## src/rtl/openofdm_tx_scramble_fcs.sv

```systemverilog
// TX byte front end: SERVICE(2x00) + PSDU payload + CRC-32 FCS, all through the x^7+x^4+1 scrambler.
// One-deep output register with valid/ready; payload accepted straight into it (1-cycle latency).
module openofdm_tx_scramble_fcs #(
   parameter int LEN_WIDTH = 16
) (
   input  logic                 s00_axi_aclk,
   input  logic                 s00_axi_aresetn,
   input  logic                 start,
   input  logic [LEN_WIDTH-1:0] pkt_len,
   input  logic [6:0]           scram_seed,
   input  logic                 scram_bypass,
   input  logic [7:0]           byte_in,
   input  logic                 byte_in_valid,
   output logic                 byte_in_ready,
   output logic [7:0]           byte_out,
   output logic                 byte_out_valid,
   input  logic                 byte_out_ready,
   output logic                 busy,
   output logic                 done,
   output logic                 len_err,
   output logic [LEN_WIDTH-1:0] byte_count
);

   typedef enum logic [1:0] {IDLE, SERVICE, DATA, FCS} state_t;

   state_t               state, state_nx;
   logic [LEN_WIDTH-1:0] len_q;
   logic                 bypass_q;
   logic [6:0]           scr;
   logic [31:0]          crc, fcs;
   logic [2:0]           idx;
   logic                 load_ok, xfer, in_acc, load, start_ok, last_in, fcs_end;
   logic [7:0]           load_byte;
   logic [14:0]          scr_res;

   // Returns {next_state, out_byte}; bit0 goes through the LFSR first.
   function automatic logic [14:0] scramble(input logic [6:0] s_in, input logic [7:0] d, input logic byp);
      logic [6:0] s;
      logic [7:0] o;
      logic       fb;
      s = s_in;
      o = d;
      for (int i = 0; i < 8; i++) begin
         fb = s[6] ^ s[3];
         if (!byp) o[i] = d[i] ^ fb;
         s = {s[5:0], fb};
      end
      return {s, o};
   endfunction

   function automatic logic [31:0] crc8(input logic [31:0] c_in, input logic [7:0] d);
      logic [31:0] c;
      c = c_in;
      for (int i = 0; i < 8; i++)
         c = (c[0] ^ d[i]) ? ((c >> 1) ^ 32'hEDB88320) : (c >> 1);
      return c;
   endfunction

   assign load_ok  = !byte_out_valid || byte_out_ready;
   assign xfer     = byte_out_valid && byte_out_ready;
   assign start_ok = start && (pkt_len >= LEN_WIDTH'(5));
   assign in_acc   = byte_in_valid && byte_in_ready;
   assign last_in  = (byte_count == len_q - LEN_WIDTH'(5));
   assign fcs_end  = (state == FCS) && (idx == 3'd4) && xfer;
   assign fcs      = ~crc;
   assign scr_res  = scramble(scr, load_byte, bypass_q);

   always_ff @(posedge s00_axi_aclk or negedge s00_axi_aresetn) begin
      if (!s00_axi_aresetn) state <= IDLE;
      else                  state <= state_nx;
   end

   always_comb begin
      state_nx = state;
      case (state)
         IDLE:    if (start_ok) state_nx = SERVICE;
         SERVICE: if (load_ok && idx == 3'd1) state_nx = DATA;
         DATA:    if (in_acc && last_in) state_nx = FCS;
         FCS:     if (fcs_end) state_nx = IDLE;
         default: state_nx = IDLE;
      endcase
   end

   always_comb begin
      byte_in_ready = 1'b0;
      load          = 1'b0;
      load_byte     = 8'h00;
      case (state)
         SERVICE: load = load_ok;
         DATA: begin
            byte_in_ready = load_ok;
            load          = load_ok && byte_in_valid;
            load_byte     = byte_in;
         end
         // idx==4: last FCS byte is sitting in the output register, only drain it
         FCS: begin
            load      = load_ok && (idx != 3'd4);
            load_byte = fcs[{idx[1:0], 3'b000} +: 8];
         end
         default: ;
      endcase
   end

   always_ff @(posedge s00_axi_aclk or negedge s00_axi_aresetn) begin
      if (!s00_axi_aresetn) begin
         len_q          <= '0;
         bypass_q       <= 1'b0;
         scr            <= 7'h7F;
         crc            <= 32'hFFFFFFFF;
         idx            <= 3'd0;
         byte_out       <= 8'h00;
         byte_out_valid <= 1'b0;
         busy           <= 1'b0;
         done           <= 1'b0;
         len_err        <= 1'b0;
         byte_count     <= '0;
      end else begin
         done    <= fcs_end;
         len_err <= (state == IDLE) && start && !start_ok;
         if (state == IDLE && start_ok) begin
            len_q      <= pkt_len;
            bypass_q   <= scram_bypass;
            byte_count <= '0;
            crc        <= 32'hFFFFFFFF;
            scr        <= (scram_seed == 7'd0) ? 7'h7F : scram_seed;
            busy       <= 1'b1;
            idx        <= 3'd0;
         end
         if (fcs_end) begin
            busy <= 1'b0;
            idx  <= 3'd0;
         end
         if (load) begin
            byte_out       <= scr_res[7:0];
            scr            <= scr_res[14:8];
            byte_out_valid <= 1'b1;
         end else if (xfer) begin
            byte_out_valid <= 1'b0;
         end
         if (in_acc) begin
            crc        <= crc8(crc, byte_in);
            byte_count <= byte_count + LEN_WIDTH'(1);
         end
         if (load && state == SERVICE) idx <= (idx == 3'd1) ? 3'd0 : idx + 3'd1;
         if (load && state == FCS)     idx <= idx + 3'd1;
      end
   end

endmodule

```

## config.mk

```make
export PLATFORM = sky130hd
export DESIGN_NAME = openofdm_tx_scramble_fcs
export DESIGN_NICKNAME = d
export VERILOG_FILES = /design/src/rtl/openofdm_tx_scramble_fcs.sv
export SDC_FILE = /design/constraint.sdc
export NUM_CORES = 1
export LEC_CHECK = 0
export ABC_AREA = 1
export ABC_CLOCK_PERIOD_IN_PS = 2400
export BUFFER_PORTS_ARGS = -buffer_cell sky130_fd_sc_hd__buf_2
export CORE_AREA = 5 5 178 145
export DETAILED_ROUTE_END_ITERATION = 8
export DIE_AREA = 0 0 183 150
export PLACE_DENSITY = 0.39
export SLEW_MARGIN = 20
export SYNTH_ARGS = -nofsm -noshare
export SYNTH_HDL_FRONTEND = slang
export SYNTH_SLANG_ARGS = --single-unit
```

## constraint.sdc

```tcl
create_clock -name s00_axi_aclk -period 2.4 [get_ports s00_axi_aclk]
set_input_delay 0.24 -clock s00_axi_aclk [delete_from_list [all_inputs] [get_ports s00_axi_aclk]]
set_output_delay 0.24 -clock s00_axi_aclk [all_outputs]
set_load 0.02 [all_outputs]
```

Word level (Yosys, flattened, before mapping)
Cells that the tools add are included.
{ "word_totals": {"inputBits": 37, "ff_bits": 89, "output_inout_bits": 29, "wordCells": 126} }
{ "classes": {"mux": 40, "eq_ne": 11, "bitwise": 33, "n_lt_le_gt_ge": 1, "n_addsub": 3, "shifts": 1, "n_reduce_logical": 25} }
{ "op_table": {"columns": ["op", "n"], "rows": [
  ["32-bit two-way mux", 10],
  ["13-bit inverter with 14-bit output", 8],
  ["16-bit two-way mux", 2],
  ["32-bit inverter", 1],
  ["32-bit by 6-bit variable part select with 8-bit output", 1],
  ["1-bit bitwise XOR", 24],
  ["7-bit two-way mux", 3],
  ["16-bit by 1-bit adder with 16-bit output (second input constant)", 1],
  ["16-bit equality test", 1],
  ["16-bit by 3-bit greater-or-equal comparator with 1-bit output (second input constant)", 1],
  ["8-bit case mux with 2 select lines", 1],
  ["16-bit by 3-bit subtractor with 16-bit output (second input constant)", 1],
  ["3-bit two-way mux", 5],
  ["1-bit logical AND", 14],
  ["1-bit two-way mux", 13],
  ["2-bit two-way mux", 4],
  ["2-bit inequality test (second input constant)", 4],
  ["2-bit case mux with 4 select lines", 1],
  ["2-bit nonzero test", 4],
  ["7-bit logical NOT", 1],
  ["2-bit equality test (second input constant)", 2],
  ["4-bit AND reduction", 1],
  ["4-bit nonzero test", 1],
  ["3-bit by 1-bit adder with 3-bit output (second input constant)", 1],
  ["8 further kinds", 9]
]} }

Longest topological paths before layout
{ "logic_depth": {"word_depth": 17, "depth_mapped": 17, "mapped_depth_nobuf": 17} }

Least setup slack after synthesis
OpenSTA, ideal clock, no wires.
{ "synth_timing": {"path_kind": "register to register", "startpoint": "register idx[0]", "endpoint": "register scr[6]", "path_buffers": 2, "period_less_slack_ns": 2.070, "arrival_ns": 1.993, "stages_incl_launch_ff": 13, "setup_time_ns": 0.077, "slack_ns": 0.330, "cell_sequence": "dfrtp_1 > inv_2 > clkbuf_1 > ha_1 > nand3_1 > o21ai_1 > inv_2 > o21ai_1 > nor2_1 > inv_2 > clkbuf_1 > o21ai_0 > a31oi_1"} }
{ "synth_between": {"elab_chain_cells": 4, "word_cells_on_any_way": 5, "classes_between": "eq/ne (1); mux (2); reduce/logical (2)"} }
{ "synth_lines": {"columns": ["element", "line_no", "rtl"], "rows": [
  ["start, declared", "31", "logic [2:0] idx;"],
  ["start signal, assigned", "144", "if (load && state == SERVICE) idx <= (idx == 3'd1) ? 3'd0 : idx + 3'd1;"],
  ["start signal, assigned", "145", "if (load && state == FCS) idx <= idx + 3'd1;"],
  ["3-bit inequality test *", "97", "load = load_ok && (idx != 3'd4);"],
  ["1-bit logical AND *", "97", null],
  ["1-bit case mux with 3 select lines *", "88", "case (state)"],
  ["7-bit two-way mux or 2-bit nonzero test (tied branches)", null, null],
  ["end signal, assigned", "125", "scr <= (scram_seed == 7'd0) ? 7'h7F : scram_seed;"],
  ["end signal, assigned", "135", "scr <= scr_res[14:8];"],
  ["end, declared", "29", "logic [6:0] scr;"]
]} }
Mark *: on every way between the ends. The rest lies on a longest branch, timed or not.
A chain may end at the register's enable or synchronous reset.

Final worst setup path
{ "layout_timing": {"startpoint": "register len_q[0]", "endpoint": "register state[0]"} }
{ "layout_between": {"elab_chain_cells": 5} }
{ "layout_lines": {"columns": ["element", "line_no", "rtl"], "rows": [
  ["start, declared", "27", "logic [LEN_WIDTH-1:0] len_q;"],
  ["start signal, assigned", "121", "len_q <= pkt_len;"],
  ["16-bit by 3-bit subtractor with 16-bit output", "63", "assign last_in = (byte_count == len_q - LEN_WIDTH'(5));"],
  ["16-bit equality test", "63", null],
  ["1-bit logical AND", "78", "DATA: if (in_acc && last_in) state_nx = FCS;"],
  ["2-bit inequality test (no source line)", null, null],
  ["4-bit AND reduction (no source line)", null, null],
  ["end signal, assigned", "70", "else state <= state_nx;"],
  ["end, declared", "26", "state_t state, state_nx;"]
]} }
No other way between the ends.

==> flow_summary.toml <==
[outcome]
status = "complete, no violations"

[route]
drt-initial-drc-count = 342
first_pass_iters = 5
vias_per_cell = 4.320
ant_nets = 0
num_vias = 5085
post_drt_wl_per_cell_um = 15.25
drcViolationCount = 0
totalWireLength_um = 17950

[sta]
setup_viol = 0
max_slew_margin = 0.6584
max_freq_ghz = 0.4813
tns_ns = 0
tightestPinTransition_ns = 0.5123
period_minus_slack_ns = 2.078
rsz0062_at_grt = "false"
skew_ns = 0.01069
finalCritPeriodShare = 0.8657
maxSlewViolCount = 0
hold_viol = 0

[yosys]
synthFlopType = "dfrtp_1"
ys_seq_area_frac = 0.3881
ys_warn_count = 0
syn_area_um2 = 5864
synth-edff-count = 0
synth.avg_cell_area_um2 = 7.557
yosys-top-cells-area = "dfrtp_1, dfstp_2, nand2_1, xor2_1, inv_1"
ys_seq_elements = 89
synthCells = 776
synthTopCellsByCount = "nand2_1, inv_1, nor2_1"
yosysMostFrequentCell = "nand2_1"
async_flop_share = 1.000
syn_nets = 822
ys_types = 47
synth_top_area_share = 0.2134
synth_top_area_cell = "dfrtp_1"

[floorplan]
initial_core_util = 0.2451
die_x_um = 183
die-area_um2 = 27450
fp-row-count = 51
die_h_um = 150
coreArea_um2 = 23930
pin_count = 66

[cells_and_area]
drive_gt1_frac = 0.2061
stdcell_area_um2 = 7014
n_antenna_cell = 0
layout.nets = 900
fin_util = 0.2931
multiInputGateArea_um2 = 3112
syn_to_final_growth_pct = 19.61
regArea_um2 = 2276
n_fill_cell = 2595

[clocking]
cts_root_buf = "clkbuf_16"
cts_max_level = 3
cts.sinks = 89
clk_latency_ns = 0.36
numCtsBuffers = 9
cts_tree = "done"
ctsLongestPathBuffers = 2
postCtsSetupBuffers = 0
clk_pin_slew_ns = 0.07

[worst_setup_path]
cp.required_ns = 2.64
critPathKind = "reg2reg"
cp-start-kind = "flip-flop"
endpoint_kind = "flip-flop"
crit_path_max_fanout = 5
critical_path_arrival_ns = 2.32

[pwr]
pwr_density_cell_nw_per_um2 = 1329
vdd_drop_max_mv = 0.3776
leakage_uw = 0.003324

[global_routing]
grt.total_usage = 0.1349
grt_max_degree = 36
grt_pass1_vias = 5070
gr-total-overflow = 0
grt_first_pass_wirelength_um = 28950
antenna_found_initial = 0

[place]
port_buffers = 65
dp_hpwl_um = 13700
place.gp.congestion = 0.8114
dpl-instance-area_um2 = 6683

[run]
max_cap_viol_count = 0

[worst_hold_path]
hold_class = "in2reg"
per-stage QoR:
| stage | worst slack [ns] | instances | hold WS [ns] | power (µW) |
|---|---|---|---|---|
| CTS | 0.2153 | 1177 | 0.1035 | 9452 |
| detailed placement | 0.2372 | 1160 | 0.2524 | 7795 |
| floorplan | 0.3300 | 776 | -0.05559 | 6376 |
| finish | 0.3224 | 1177 | 0.1252 | 9322 |
| global route | 0.06334 | 1177 | 0.1132 | 10150 |
| global placement | 0.2840 | 1160 | 0.2556 | 7851 |
worst paths after layout:
check,from,endpoint,slack (ns),cells after the start
worst min-delay path,pkt_len[14],len_q[14],0.13,2
worst min register to register,byte_out[6],byte_out[6],0.49,2
worst max-delay path,len_q[0],state[0],0.32,14
max in group asynchronous,s00_axi_aresetn,scr[2],1.25,3
worst max register to register,len_q[0],state[0],0.32,14
min in group asynchronous,s00_axi_aresetn,len_q[3],0.40,2
logic make-up (layout without fill, tap and decap cells):
family,after synthesis,in the layout,synth area share
AOI/OAI and AO/OA,171,171,0.1592
muxes,2,2,0.003840
xor gates and xnor gates,83,83,0.1368
DFF,89,89,0.3881
and+or+nand+nor,298,298,0.2112
adders and majority gates,9,9,0.01920
buffers and inverters,124,207,0.08171
report_power, final:
part           internal (µW)  switching [µW]  leakage, µW  total [µW]
clock                    914             658     0.000153        1570
combinational           1840            3120      0.00212        4960
sequential              2260             529      0.00105        2790
total                   5020            4310      0.00332        9320
state kept, by name, indices dropped and copies added (netlist names), 2 cells and up:
signal      cells
byte_count     16
len_q          16
idx             3
crc            32
byte_out        8
scr             7
state           2
cells in the final DEF, fill, tap and decap left out, drive strengths merged, types with 2 or more instances in the layout:
master / synthesis / layout
nand2: 160 / 160
inv: 100 / 101
buf: 10 / 89
nor2: 83 / 83
o21ai: 81 / 81
a21oi: 62 / 62
xor2: 56 / 56
dfrtp: 50 / 50
dfstp: 39 / 39
nand3: 31 / 31
xnor2: 27 / 27
ha: 9 / 9
clkbuf: 13 / 9
o22ai: 8 / 8
nor3: 7 / 7
o211ai: 7 / 7
nand4: 6 / 6
nand3b: 4 / 4
clkinv: 1 / 4
or2: 4 / 4
a31oi: 3 / 3
mux2: 2 / 2
and2: 2 / 2
o221ai: 2 / 2
o21bai: 2 / 2
bufinv: 0 / 2
metal layers:
metal  part of all wire  GRT usage
met3              0.036    0.02625
met2               0.40     0.1940
met1               0.55     0.2063
met4              0.010    0.03202
met5                  0          0
critical path, cell delays in order, from the launching register on:
cell	delay, ns
dfrtp_1	0.41
inv_1	0.09
ha_1	0.17
inv_1	0.04
nand2_1	0.10
nand2_1	0.13
nor2_2	0.21
nand2_1	0.10
nor2_1	0.12
xor2_1	0.16
nand4_1	0.13
nand2_1	0.12
nand2_1	0.07
nand2_1	0.06
nand2_1	0.04
layout make-up:
cell class,instances,area share
multi-input combinational,563,0.4436
sequential,89,0.3245
timing repair buffer,90,0.07563
tap,318,0.05672
inverter,101,0.05405
clock buffer,9,0.03211
clock inverter,7,0.01338
timing repair:
action / CTS / global route
setup endpoints to repair: 0 / 2
resized for setup: 0 / 1
hold buffers: 1 / 0
hold endpoints to repair: 17 / 0
No activity file was read; power rests on OpenSTA's default activity.
